===== config.mk =====
export PLATFORM = sky130hd
export DESIGN_NAME = amber_wb_initiator_flat
export DESIGN_NICKNAME = d
export VERILOG_FILES = /design/src/rtl/amber_wb_initiator_if.sv /design/src/rtl/amber_wb_initiator.sv /design/src/flat_wrapper.sv
export SDC_FILE = /design/constraint.sdc
export NUM_CORES = 1
export LEC_CHECK = 0
export BUFFER_PORTS_ARGS = -buffer_cell sky130_fd_sc_hd__buf_4
export CORE_MARGIN = 2
export CORE_UTILIZATION = 25
export DETAILED_ROUTE_END_ITERATION = 12
export HOLD_SLACK_MARGIN = 0.06
export PLACE_DENSITY = 0.54
export SYNTH_ARGS = -nofsm -noshare
export SYNTH_HDL_FRONTEND = slang
export SYNTH_SLANG_ARGS = --single-unit

===== constraint.sdc =====
create_clock -name i_clk -period 1.8 [get_ports i_clk]
set_input_delay 0.09 -clock i_clk [delete_from_list [all_inputs] [get_ports i_clk]]
set_output_delay 0.09 -clock i_clk [all_outputs]
set_load 0.01 [all_outputs]

===== src/rtl/amber_wb_initiator_if.sv =====
// Command, response and Wishbone bus bundle for amber_wb_initiator.
// The master modport is the initiator side; slave is its environment.
interface amber_wb_initiator_if #(
    parameter int ADDR_W = 32,
    parameter int DATA_W = 32
);
    localparam int SEL_W = DATA_W / 8;

    logic              i_req_valid;
    logic              o_req_ready;
    logic              i_req_we;
    logic [ADDR_W-1:0] i_req_adr;
    logic [DATA_W-1:0] i_req_dat;
    logic [SEL_W-1:0]  i_req_sel;

    logic              o_rsp_valid;
    logic              i_rsp_ready;
    logic [DATA_W-1:0] o_rsp_dat;
    logic              o_rsp_err;
    logic              o_rsp_timeout;

    logic [ADDR_W-1:0] o_wb_adr;
    logic [SEL_W-1:0]  o_wb_sel;
    logic              o_wb_we;
    logic [DATA_W-1:0] o_wb_dat;
    logic              o_wb_cyc;
    logic              o_wb_stb;
    logic [DATA_W-1:0] i_wb_dat;
    logic              i_wb_ack;
    logic              i_wb_err;

    modport master (
        input  i_req_valid,
        output o_req_ready,
        input  i_req_we,
        input  i_req_adr,
        input  i_req_dat,
        input  i_req_sel,
        output o_rsp_valid,
        input  i_rsp_ready,
        output o_rsp_dat,
        output o_rsp_err,
        output o_rsp_timeout,
        output o_wb_adr,
        output o_wb_sel,
        output o_wb_we,
        output o_wb_dat,
        output o_wb_cyc,
        output o_wb_stb,
        input  i_wb_dat,
        input  i_wb_ack,
        input  i_wb_err
    );

    modport slave (
        output i_req_valid,
        input  o_req_ready,
        output i_req_we,
        output i_req_adr,
        output i_req_dat,
        output i_req_sel,
        input  o_rsp_valid,
        output i_rsp_ready,
        input  o_rsp_dat,
        input  o_rsp_err,
        input  o_rsp_timeout,
        input  o_wb_adr,
        input  o_wb_sel,
        input  o_wb_we,
        input  o_wb_dat,
        input  o_wb_cyc,
        input  o_wb_stb,
        output i_wb_dat,
        output i_wb_ack,
        output i_wb_err
    );
endinterface


===== src/rtl/amber_wb_initiator.sv =====
// Wishbone classic single-transfer initiator driven by a valid/ready
// command port; returns read data, bus error or timeout on a response port.
module amber_wb_initiator #(
    parameter int ADDR_W         = 32,
    parameter int DATA_W         = 32,
    parameter int TIMEOUT_CYCLES = 16
) (
    input  logic                 i_clk,
    input  logic                 i_rst_n,
    amber_wb_initiator_if.master bus_io
);
    localparam int SEL_W = DATA_W / 8;
    localparam int CW    = (TIMEOUT_CYCLES > 0) ?
                           $clog2(TIMEOUT_CYCLES + 1) : 1;
    localparam logic [CW-1:0] TMO_LAST =
        CW'((TIMEOUT_CYCLES > 0) ? TIMEOUT_CYCLES - 1 : 0);
    localparam logic TMO_EN = (TIMEOUT_CYCLES > 0);

    typedef enum logic [1:0] {
        S_IDLE,
        S_BUS,
        S_RESP
    } state_e;

    state_e            state_q, state_d;
    logic              req_ready_q, req_ready_d;
    logic              rsp_valid_q, rsp_valid_d;
    logic [DATA_W-1:0] rsp_dat_q, rsp_dat_d;
    logic              rsp_err_q, rsp_err_d;
    logic              rsp_tmo_q, rsp_tmo_d;
    logic [ADDR_W-1:0] wb_adr_q, wb_adr_d;
    logic [SEL_W-1:0]  wb_sel_q, wb_sel_d;
    logic              wb_we_q, wb_we_d;
    logic [DATA_W-1:0] wb_dat_q, wb_dat_d;
    logic              cyc_q, cyc_d;
    logic [CW-1:0]     cnt_q, cnt_d;

    always_ff @(posedge i_clk or negedge i_rst_n) begin
        if (!i_rst_n) begin
            state_q     <= S_IDLE;
            req_ready_q <= 1'b0;
            rsp_valid_q <= 1'b0;
            rsp_dat_q   <= '0;
            rsp_err_q   <= 1'b0;
            rsp_tmo_q   <= 1'b0;
            wb_adr_q    <= '0;
            wb_sel_q    <= '0;
            wb_we_q     <= 1'b0;
            wb_dat_q    <= '0;
            cyc_q       <= 1'b0;
            cnt_q       <= '0;
        end else begin
            state_q     <= state_d;
            req_ready_q <= req_ready_d;
            rsp_valid_q <= rsp_valid_d;
            rsp_dat_q   <= rsp_dat_d;
            rsp_err_q   <= rsp_err_d;
            rsp_tmo_q   <= rsp_tmo_d;
            wb_adr_q    <= wb_adr_d;
            wb_sel_q    <= wb_sel_d;
            wb_we_q     <= wb_we_d;
            wb_dat_q    <= wb_dat_d;
            cyc_q       <= cyc_d;
            cnt_q       <= cnt_d;
        end
    end

    always_comb begin
        state_d     = state_q;
        req_ready_d = req_ready_q;
        rsp_valid_d = rsp_valid_q;
        rsp_dat_d   = rsp_dat_q;
        rsp_err_d   = rsp_err_q;
        rsp_tmo_d   = rsp_tmo_q;
        wb_adr_d    = wb_adr_q;
        wb_sel_d    = wb_sel_q;
        wb_we_d     = wb_we_q;
        wb_dat_d    = wb_dat_q;
        cyc_d       = cyc_q;
        cnt_d       = cnt_q;

        unique case (state_q)
            S_IDLE: begin
                req_ready_d = 1'b1;
                if (bus_io.i_req_valid && req_ready_q) begin
                    req_ready_d = 1'b0;
                    wb_we_d     = bus_io.i_req_we;
                    wb_adr_d    = bus_io.i_req_adr;
                    wb_dat_d    = bus_io.i_req_dat;
                    wb_sel_d    = bus_io.i_req_sel;
                    cyc_d       = 1'b1;
                    cnt_d       = '0;
                    state_d     = S_BUS;
                end
            end
            S_BUS: begin
                // ack beats err, and either beats a coincident timeout
                if (bus_io.i_wb_ack) begin
                    rsp_dat_d   = wb_we_q ? '0 : bus_io.i_wb_dat;
                    rsp_err_d   = 1'b0;
                    rsp_tmo_d   = 1'b0;
                    rsp_valid_d = 1'b1;
                    cyc_d       = 1'b0;
                    state_d     = S_RESP;
                end else if (bus_io.i_wb_err) begin
                    rsp_dat_d   = '0;
                    rsp_err_d   = 1'b1;
                    rsp_tmo_d   = 1'b0;
                    rsp_valid_d = 1'b1;
                    cyc_d       = 1'b0;
                    state_d     = S_RESP;
                end else if (TMO_EN && cnt_q == TMO_LAST) begin
                    rsp_dat_d   = '0;
                    rsp_err_d   = 1'b1;
                    rsp_tmo_d   = 1'b1;
                    rsp_valid_d = 1'b1;
                    cyc_d       = 1'b0;
                    state_d     = S_RESP;
                end else if (cnt_q != '1) begin
                    cnt_d = cnt_q + CW'(1);
                end
            end
            S_RESP: begin
                if (bus_io.i_rsp_ready) begin
                    rsp_valid_d = 1'b0;
                    rsp_dat_d   = '0;
                    rsp_err_d   = 1'b0;
                    rsp_tmo_d   = 1'b0;
                    req_ready_d = 1'b1;
                    state_d     = S_IDLE;
                end
            end
            default: begin
                state_d = S_IDLE;
            end
        endcase
    end

    assign bus_io.o_req_ready   = req_ready_q;
    assign bus_io.o_rsp_valid   = rsp_valid_q;
    assign bus_io.o_rsp_dat     = rsp_dat_q;
    assign bus_io.o_rsp_err     = rsp_err_q;
    assign bus_io.o_rsp_timeout = rsp_tmo_q;
    assign bus_io.o_wb_adr      = wb_adr_q;
    assign bus_io.o_wb_sel      = wb_sel_q;
    assign bus_io.o_wb_we       = wb_we_q;
    assign bus_io.o_wb_dat      = wb_dat_q;
    assign bus_io.o_wb_cyc      = cyc_q;
    assign bus_io.o_wb_stb      = cyc_q;
endmodule


===== src/flat_wrapper.sv =====
// flat-port wrapper written by rule: the top's interface ports become plain ports
module amber_wb_initiator_flat 
#(
    parameter int ADDR_W         = 32,
    parameter int DATA_W         = 32,
    parameter int TIMEOUT_CYCLES = 16
)
  (i_clk, i_rst_n, bus_io_i_req_valid, bus_io_o_req_ready, bus_io_i_req_we, bus_io_i_req_adr, bus_io_i_req_dat, bus_io_i_req_sel, bus_io_o_rsp_valid, bus_io_i_rsp_ready, bus_io_o_rsp_dat, bus_io_o_rsp_err, bus_io_o_rsp_timeout, bus_io_o_wb_adr, bus_io_o_wb_sel, bus_io_o_wb_we, bus_io_o_wb_dat, bus_io_o_wb_cyc, bus_io_o_wb_stb, bus_io_i_wb_dat, bus_io_i_wb_ack, bus_io_i_wb_err);
  amber_wb_initiator_if #(.ADDR_W(ADDR_W), .DATA_W(DATA_W)) bus_io_i ();
  input  logic i_clk;
  input  logic i_rst_n;
  input wire logic [$bits(bus_io_i.i_req_valid)-1:0] bus_io_i_req_valid;
  output wire logic [$bits(bus_io_i.o_req_ready)-1:0] bus_io_o_req_ready;
  input wire logic [$bits(bus_io_i.i_req_we)-1:0] bus_io_i_req_we;
  input wire logic [$bits(bus_io_i.i_req_adr)-1:0] bus_io_i_req_adr;
  input wire logic [$bits(bus_io_i.i_req_dat)-1:0] bus_io_i_req_dat;
  input wire logic [$bits(bus_io_i.i_req_sel)-1:0] bus_io_i_req_sel;
  output wire logic [$bits(bus_io_i.o_rsp_valid)-1:0] bus_io_o_rsp_valid;
  input wire logic [$bits(bus_io_i.i_rsp_ready)-1:0] bus_io_i_rsp_ready;
  output wire logic [$bits(bus_io_i.o_rsp_dat)-1:0] bus_io_o_rsp_dat;
  output wire logic [$bits(bus_io_i.o_rsp_err)-1:0] bus_io_o_rsp_err;
  output wire logic [$bits(bus_io_i.o_rsp_timeout)-1:0] bus_io_o_rsp_timeout;
  output wire logic [$bits(bus_io_i.o_wb_adr)-1:0] bus_io_o_wb_adr;
  output wire logic [$bits(bus_io_i.o_wb_sel)-1:0] bus_io_o_wb_sel;
  output wire logic [$bits(bus_io_i.o_wb_we)-1:0] bus_io_o_wb_we;
  output wire logic [$bits(bus_io_i.o_wb_dat)-1:0] bus_io_o_wb_dat;
  output wire logic [$bits(bus_io_i.o_wb_cyc)-1:0] bus_io_o_wb_cyc;
  output wire logic [$bits(bus_io_i.o_wb_stb)-1:0] bus_io_o_wb_stb;
  input wire logic [$bits(bus_io_i.i_wb_dat)-1:0] bus_io_i_wb_dat;
  input wire logic [$bits(bus_io_i.i_wb_ack)-1:0] bus_io_i_wb_ack;
  input wire logic [$bits(bus_io_i.i_wb_err)-1:0] bus_io_i_wb_err;
  assign bus_io_i.i_req_valid = bus_io_i_req_valid;
  assign bus_io_o_req_ready = bus_io_i.o_req_ready;
  assign bus_io_i.i_req_we = bus_io_i_req_we;
  assign bus_io_i.i_req_adr = bus_io_i_req_adr;
  assign bus_io_i.i_req_dat = bus_io_i_req_dat;
  assign bus_io_i.i_req_sel = bus_io_i_req_sel;
  assign bus_io_o_rsp_valid = bus_io_i.o_rsp_valid;
  assign bus_io_i.i_rsp_ready = bus_io_i_rsp_ready;
  assign bus_io_o_rsp_dat = bus_io_i.o_rsp_dat;
  assign bus_io_o_rsp_err = bus_io_i.o_rsp_err;
  assign bus_io_o_rsp_timeout = bus_io_i.o_rsp_timeout;
  assign bus_io_o_wb_adr = bus_io_i.o_wb_adr;
  assign bus_io_o_wb_sel = bus_io_i.o_wb_sel;
  assign bus_io_o_wb_we = bus_io_i.o_wb_we;
  assign bus_io_o_wb_dat = bus_io_i.o_wb_dat;
  assign bus_io_o_wb_cyc = bus_io_i.o_wb_cyc;
  assign bus_io_o_wb_stb = bus_io_i.o_wb_stb;
  assign bus_io_i.i_wb_dat = bus_io_i_wb_dat;
  assign bus_io_i.i_wb_ack = bus_io_i_wb_ack;
  assign bus_io_i.i_wb_err = bus_io_i_wb_err;
  amber_wb_initiator #(.ADDR_W(ADDR_W), .DATA_W(DATA_W), .TIMEOUT_CYCLES(TIMEOUT_CYCLES)) u_core (.i_clk(i_clk), .i_rst_n(i_rst_n), .bus_io(bus_io_i));
endmodule

After elaboration in Yosys (flattened, before gate mapping)
Cells that the tools add are included.
{"block": "totals", "word_cells": 71, "out_inout_bits": 107, "in_bits": 107, "register_bits": 113}
{"block": "classes", "addsub": 1, "n_eq_ne": 11, "n_reduce_logical": 11, "n_mux": 36}
{"operator": "$mux 32", "count": 5}
{"operator": "$pmux 32 s2", "count": 1}
{"operator": "$mux 5", "count": 5}
{"operator": "$mux 1", "count": 13}
{"operator": "$mux 2", "count": 5}
{"operator": "$pmux 1 s2", "count": 5}
{"operator": "$pmux 5 s2", "count": 1}
{"operator": "$reduce_and 3->1", "count": 3}
{"operator": "$ne 2x2->1 const B", "count": 4}
{"operator": "$pmux 2 s3", "count": 1}
{"operator": "$reduce_and 6->1", "count": 1}
{"operator": "$reduce_bool 2->1", "count": 3}
{"operator": "$add 5x1->5 const B", "count": 1}
{"operator": "$eq 5x4->1 const B", "count": 1}
{"operator": "$ne 5x5->1 const B", "count": 1}
{"operator": "$ne 2x1->1 const B", "count": 2}
{"operator": "$ne 4x3->1 const B", "count": 1}
{"operator": "$reduce_and 2->1", "count": 2}
{"operator": "$eq 2x1->1 const B", "count": 1}
{"operator": "$eq 2x2->1 const B", "count": 1}
{"operator": "$logic_not 2->1", "count": 1}
{"operator": "$logic_and 1x1->1", "count": 1}

Depth between registers and ports, before layout
Gate-level depths: netlist of run 1.
{"block": "depth", "ltp_word": 6, "ltp_mapped": 8, "mapped_depth_nobuf": 6}

Worst setup path before layout of run 1
Ideal clock, no wire load.
{"block": "synth_path", "path_type": "register to register", "from": "register u_core.cnt_q[0]", "to": "register u_core.rsp_dat_q[0], in the netlist u_core.bus_io.o_rsp_dat[0]", "arrival_time_ps": 1904, "stages_incl_launch_ff": 9, "setup_slack_ps": -169, "synth_period_minus_slack_ps": 1969, "setup_time_ps": 65, "cell_sequence": "dfrtp_1 -> ha_1 -> and3_1 -> ha_1 -> or3_1 -> buf_6 -> a21boi_4 -> buf_6 -> a22o_1"}
{"block": "synth_between", "elab_chain_len": 3}
{"item": "from (decl)", "line": "amber_wb_initiator.sv:36", "text": "logic [CW-1:0] cnt_q, cnt_d;"}
{"item": "from (signal assigned)", "line": "amber_wb_initiator.sv:64", "text": "cnt_q <= cnt_d;"}
{"item": "$eq 5x4->1", "line": "amber_wb_initiator.sv:112", "text": "end else if (TMO_EN && cnt_q == TMO_LAST) begin"}
{"item": "$ne 4x3->1 (no line)"}
{"item": "$reduce_and 3->1 (no line)"}
{"item": "to (signal assigned)", "line": "amber_wb_initiator.sv:56", "text": "rsp_dat_q <= rsp_dat_d;"}
{"item": "to (decl)", "line": "amber_wb_initiator.sv:28", "text": "logic [DATA_W-1:0] rsp_dat_q, rsp_dat_d;"}
Every way passes these cells.
A chain may end at the register's enable or synchronous reset.

Worst setup path after layout of run 1
{"block": "layout_path", "from": "register u_core.cnt_q[1]", "to": "register u_core.rsp_dat_q[1], in the netlist u_core.bus_io.o_rsp_dat[1]"}
Same word-level chain as after synthesis.

==> impl_metrics.env, run 1 <==
export IMPL_status="finished, violations left"
export IMPL_violations="negative setup slack"
export IMPL_rsz0062_at_grt="yes"
export IMPL_path_delay_family="simple AND/OR/NAND/NOR gates"
export IMPL_finalWorstSetupSlack_ns=-0.1048
export IMPL_die_area_sq_mm=0.01854
export IMPL_row_count=48
export IMPL_worst_path_buf_inv=1
export IMPL_yosysSeqAreaShare_pct=64.76
export IMPL_portBuffers=213
export IMPL_fillers=1589
export IMPL_endpoint_kind="flop"
export IMPL_async_flop_share_pct=100.0
export IMPL_clockRootBuffer="clkbuf_16"
export IMPL_worstReg2RegEnd="u_core.bus_io.o_rsp_dat[1]"
export IMPL_fin_worst_skew_ns=0.009926
export IMPL_dp_cells=853
export IMPL_post_drt_wl_per_cell_um=13.48
export IMPL_num_vias=4145
export IMPL_routed_wirelength_mm=13.35
export IMPL_synth_warnings=0
export IMPL_reg2reg_from="u_core.cnt_q[1]"
export IMPL_synthesis_area_sq_mm=0.004367
export IMPL_drt_iter0_drc=122
export IMPL_ys_flop_type="dfrtp_1"
export IMPL_whs_path_depth=3
export IMPL_final_util_pct=47.06
export IMPL_drive_gt1_share_pct=35.03
export IMPL_firstDrtPassIters=4
export IMPL_cp_arrival_ns=2.23
export IMPL_min_from="bus_io_i_req_valid"
export IMPL_fmax_ghz=0.5250
export IMPL_grt_pass1_wl_mm=20.84
export IMPL_max_vdd_ir_drop_uv=898.8
export IMPL_stdcell_area_sq_mm=0.008083
export IMPL_hp_class="in -> reg"
export IMPL_finalCritPeriodShare_pct=105.8
export IMPL_antennaDiodeCount=0
export IMPL_cp_start_kind="flop"
export IMPL_p_per_area_mw_per_mm2=1611
export IMPL_synthMostInstantiatedCell="nand2_1"
export IMPL_fin_cells=990
export IMPL_slew_limit_headroom_pct=74.04
export IMPL_grt_start_max_net_pins=72
export IMPL_postSynthAreaPerCell_sq_um=10.25
export IMPL_ys_seq_elements=113
export IMPL_yosys_area_top_type="dfrtp_1"
export IMPL_die_w_um=136.2
export IMPL_worst_pin_slew_ns=0.3894
export IMPL_maxCapViolCount=0
export IMPL_synthTopCellsByCount="212 x nand2_1, 113 x dfrtp_1, 32 x a22o_1, 19 x buf_2"
export IMPL_grt_pass1_vias=4249
export IMPL_rrSetupSlack_ns=-0.10
export IMPL_io_pins=214
export IMPL_core_area_sq_mm=0.01718
export IMPL_avgViaCountPerCell=4.187
export IMPL_crit_type="reg -> reg"
export IMPL_fin_nets=863
export IMPL_drc=0
export IMPL_reg2regPathDepth=7
export IMPL_cts_buffer_depth=2
export IMPL_area_delta_synth_final_pct=85.10
export IMPL_syn_num_nets=536
export IMPL_ant_nets=0
export IMPL_start_util_pct=25.42
export IMPL_antenna_found_initial=0
export IMPL_synth_top_area_share_pct=64.76
export IMPL_report_final_setup_viol=36
export IMPL_post_synth_num_cell_types=36
export IMPL_crit_start="u_core.cnt_q[1]"
export IMPL_gp_congestion=0.7158
export IMPL_clk_latency_ns=0.40
export IMPL_cts_sinks=113
export IMPL_min_to="u_core.state_q[0]"
export IMPL_h_tree_depth=4
export IMPL_final_hold_viol_count=0
export IMPL_max_stage_delay_ns=0.38
export IMPL_critPathRequiredTime_ns=2.12
export IMPL_die_height_um=136.2
export IMPL_post_route_min_period_ns=1.905
export IMPL_hpwl_mm=8.688
export IMPL_crit_chain="ha_2, and3_4, ha_4, or3_4, a21boi_4, buf_12, a22o_1"
export IMPL_cts_tree="yes"
export IMPL_grt_overflow=0
export IMPL_synth_area_leaders="dfrtp_1 65%, nand2_1 18%, a22o_1 6.4%"
export IMPL_grt_usage_pct=14.26
export IMPL_clk_pin_slew_worst_paths_ns=0.05
export IMPL_synth_edf_count=0
export IMPL_post_dp_cell_area_sq_mm=0.006346
export IMPL_leakagePower_uw=0.004215
export IMPL_final_max_slew_viol_count=0
export IMPL_slowest_stage="dfrtp_1"
export IMPL_cp_max_fo=32
export IMPL_syn_inst=426
export IMPL_cts_made_buffers=17
==> final cells by class <==
| type | instances | area [sq um] | area share, % |
|---|---|---|---|
| clock buffers | 20 | 446.7 | 5.526 |
| clock inverters | 11 | 210.2 | 2.601 |
| inverters | 4 | 15.01 | 0.1858 |
| multi-input cells | 284 | 1451 | 17.96 |
| flip-flops and latches | 113 | 2828 | 34.98 |
| well taps | 225 | 281.5 | 3.483 |
| repair buffers | 333 | 2850 | 35.26 |
==> power breakdown <==
part / switching, uW / internal, uW / leakage, uW / total [uW]
Clock: 1120 / 2620 / 0.000316 / 3730
Sequential: 687 / 3630 / 0.00144 / 4310
Combinational: 2440 / 2530 / 0.00246 / 4980
Total: 4250 / 8770 / 0.00421 / 13000
==> tightest hold or removal path: cells and delay by family <==
| family | cells | cell delay [ns] |
|---|---|---|
| AND/OR/NAND/NOR | 1 | 0.23 |
| AO/OA/AOI/OAI | 1 | 0.13 |
| buffers and inverters | 1 | 0.13 |
==> timing repair <==
| item | 4_1_cts | 5_1_grt |
|---|---|---|
| gates resized for setup | 3 | 2 |
| buffers inserted | 0 | 1 |
| hold endpoints to repair | 218 | 0 |
| setup endpoints to repair | 38 | 39 |
| pin swaps | 1 | 1 |
| hold buffers | 105 | 0 |
==> layout by cell type, fill, tap and decap left out, types with 3 or more instances in the layout <==
master / count
buf_4: 221
nand2_1: 211
dfrtp_1: 113
dlygate4sd3_1: 105
a22o_1: 32
clkbuf_16: 17
buf_12: 7
bufinv_16: 6
inv_1: 4
o21ai_0: 4
a21oi_1: 3
nor2_1: 3
clkinv_2: 3
==> flip-flops by register name, indices dropped and copies added (netlist names), 2 cells and up <==
register                 cells
u_core.bus_io.o_rsp_dat     32
u_core.bus_io.o_wb_dat      32
u_core.bus_io.o_wb_sel       4
u_core.state_q               2
u_core.bus_io.o_wb_adr      32
u_core.cnt_q                 5
==> through the flow <==
stage | total power, uW | setup slack (ns) | setup TNS [ns] | hold slack [ns]
2_1_floorplan | 6545 | -0.06380 | -1.914 | -0.2056
3_3_place_gp | 9006 | -0.04211 | -1.233 | 0.1005
3_5_place_dp | 9151 | -0.1180 | -2.545 | 0.1037
4_1_cts | 13190 | -0.06988 | -1.813 | 0.2203
5_1_grt | 13890 | -0.1402 | -4.166 | 0.2348
6_report | 13020 | -0.1048 | -2.022 | 0.2227
==> worst max-delay path by stage <==
| stage | to | slack, ns | cells past startpoint |
|---|---|---|---|
| floorplan | u_core.bus_io.o_rsp_dat[0] | -0.06 | 8 |
| global placement | u_core.cnt_q[0] | -0.04 | 7 |
| detailed placement | u_core.cnt_q[0] | -0.12 | 7 |
| CTS | u_core.bus_io.o_rsp_dat[7] | -0.07 | 7 |
| global route | u_core.bus_io.o_rsp_dat[1] | -0.14 | 7 |
| finish | u_core.bus_io.o_rsp_dat[1] | -0.10 | 7 |
==> logic make-up after synthesis <==
kind of cell / after synthesis / synth area share [%]
adders and majority gates: 3 / 0.8597
xor gates and xnor gates: 1 / 0.2006
and+or+nand+nor: 230 / 21.03
DFF: 113 / 64.76
buffers and inverters: 29 / 3.811
AOI/OAI and AO/OA: 49 / 9.112
muxes: 1 / 0.2292
==> layer usage <==
layer / wire [um] / vias to the layer above / track usage [%]
met1: 5655 / 1953 / 17.15
met3: 964 / 18 / 4.884
met4: 203 / 0 / 4.977
met2: 6526 / 142 / 23.76
li1: - / 2032 / -
met5: 0 / - / 0
(Power assumes the default switching activity.)
==> inputs of run 2 (changes only) <==
Settings changed: CORE_UTILIZATION 25 to 41, PLACE_DENSITY 0.54 to 0.79.
==> impl_metrics.env, run 2 (synthesis results as in run 1) <==
export IMPL_worst_pin_slew_ns=0.7184
export IMPL_core_area_sq_mm=0.01032
export IMPL_violations="negative setup slack"
export IMPL_maxCapViolCount=0
export IMPL_fin_worst_skew_ns=0.008483
export IMPL_cp_start_kind="flop"
export IMPL_die_w_um=107.2
export IMPL_stdcell_area_sq_mm=0.007931
export IMPL_die_height_um=107.2
export IMPL_use_met2_pct=45.12
export IMPL_leakagePower_uw=0.004196
export IMPL_finalCritPeriodShare_pct=107.3
export IMPL_final_max_slew_viol_count=0
export IMPL_clk_pin_slew_worst_paths_ns=0.06
export IMPL_firstDrtPassIters=4
export IMPL_cts_sinks=113
export IMPL_routed_wirelength_mm=14.78
export IMPL_grt_pass1_vias=4642
export IMPL_p_per_area_mw_per_mm2=1591
export IMPL_fin_nets=870
export IMPL_endpoint_kind="flop"
export IMPL_hp_class="in -> async"
export IMPL_grt_usage_pct=25.45
export IMPL_area_delta_synth_final_pct=81.63
export IMPL_crit_type="reg -> reg"
export IMPL_cts_made_buffers=17
export IMPL_hpwl_mm=8.203
export IMPL_drc=0
export IMPL_num_vias=4382
export IMPL_final_cell_mix="227 x buf_4, 211 x nand2_1, 113 x dfrtp_1, 107 x dlygate4sd3_1, 32 x a22o_1"
export IMPL_avgViaCountPerCell=4.821
export IMPL_fmax_ghz=0.5175
export IMPL_antennaDiodeCount=0
export IMPL_antenna_found_initial=0
export IMPL_seqCellArea_sq_mm=0.002828
export IMPL_layout_commonest_cell="buf_4"
export IMPL_grt_busiest_layer="met2"
export IMPL_cp_arrival_ns=2.36
export IMPL_slew_limit_headroom_pct=51.95
export IMPL_met1_usage_pct=29.35
export IMPL_status="finished, violations left"
export IMPL_die_area_sq_mm=0.01149
export IMPL_gp_congestion=0.7909
export IMPL_cts_tree="yes"
export IMPL_cts_buffer_depth=2
export IMPL_critPathRequiredTime_ns=2.23
export IMPL_ant_nets=0
export IMPL_fillers=606
export IMPL_max_vdd_ir_drop_uv=841.2
export IMPL_row_count=37
export IMPL_post_dp_cell_area_sq_mm=0.006227
export IMPL_clockRootBuffer="clkbuf_8"
export IMPL_groute_layer_met3_usage_pct=7.538
export IMPL_finalWorstSetupSlack_ns=-0.1323
export IMPL_post_drt_wl_per_cell_um=16.26
export IMPL_final_hold_viol_count=0
export IMPL_post_route_min_period_ns=1.932
export IMPL_grt_start_max_net_pins=62
export IMPL_multi_input_area_sq_mm=0.001469
export IMPL_drive_gt1_share_pct=35.96
export IMPL_rsz0062_at_grt="yes"
export IMPL_h_tree_depth=4
export IMPL_drt_iter0_drc=287
export IMPL_io_pins=214
export IMPL_grt_pass1_wl_mm=22.71
export IMPL_grt_overflow=0
export IMPL_portBuffers=213
export IMPL_clk_latency_ns=0.50
export IMPL_tns_ns=-2.759
export IMPL_report_final_setup_viol=36
export IMPL_cp_max_fo=22
export IMPL_start_util_pct=42.30
[run 2: worst max-delay path, cell delays in order (launching register included)]
cell	delay, ns
dfrtp_1	0.38
ha_2	0.19
and3_4	0.19
ha_4	0.16
or3_4	0.36
a21boi_4	0.22
buf_12	0.19
a22o_1	0.17
[run 2: what timing repair did]
item / in CTS / in global routing
hold buffers: 107 / 0
pin swaps: 2 / 5
gates resized for setup: 5 / 6
setup buffers: 0 / 2
endpoints found under the hold margin: 224 / 0
gates cloned: 0 / 0
endpoints found under the setup margin: 39 / 39
[run 2: cell type report]
cell class,count,area share [%]
clock buffers,22,5.837
multi-input cells,284,18.52
well taps,136,2.145
flip-flops and latches,113,35.65
clock inverters,10,1.372
inverters,4,0.1893
repair buffers,340,36.28
[run 2: path summary, 6_finish.rpt]
kind	to	start	depth (start not counted)	slack, ns
min in group i_clk	u_core.bus_io.o_wb_we	bus_io_i_req_we	4	0.33
max in group asynchronous	u_core.bus_io.o_wb_dat[10]	i_rst_n	3	0.55
hold / removal	u_core.bus_io.o_wb_adr[21]	i_rst_n	3	0.17
setup reg to reg	u_core.bus_io.o_rsp_dat[3]	u_core.cnt_q[1]	7	-0.13
setup / recovery	u_core.bus_io.o_rsp_dat[3]	u_core.cnt_q[1]	7	-0.13
hold reg to reg	u_core.bus_io.o_wb_adr[29]	u_core.bus_io.o_wb_adr[29]	2	0.48
[run 2: through the flow]
step	std cells	hold WS (ns)	util (%)	worst slack, ns	total power, uW
after global routing	909	0.1945	76.83	-0.1647	13340
after global placement	768	-0.02666	60.32	-0.06447	8866
final	909	0.1680	76.83	-0.1323	12620
after CTS	907	0.1788	76.49	-0.1192	12500
after detailed placement	768	-0.02800	60.32	-0.1297	9051
after floorplan	426	-0.2056	-	-0.06380	6545
[run 2: per-layer routing]
metal / part of all wire, % / up-vias / wire length [um]
met5: 0 / - / 0
met4: 2.0 / 0 / 293
met3: 6.3 / 26 / 924
met2: 52 / 189 / 7749
met1: 39 / 2116 / 5813
li1: - / 2051 / -
[run 2: where the power goes]
group	switching [uW]	total (uW)	internal (uW)
logic	2550	5070	2520
clock network	1120	3190	2070
registers	731	4360	3630
total	4400	12600	8220
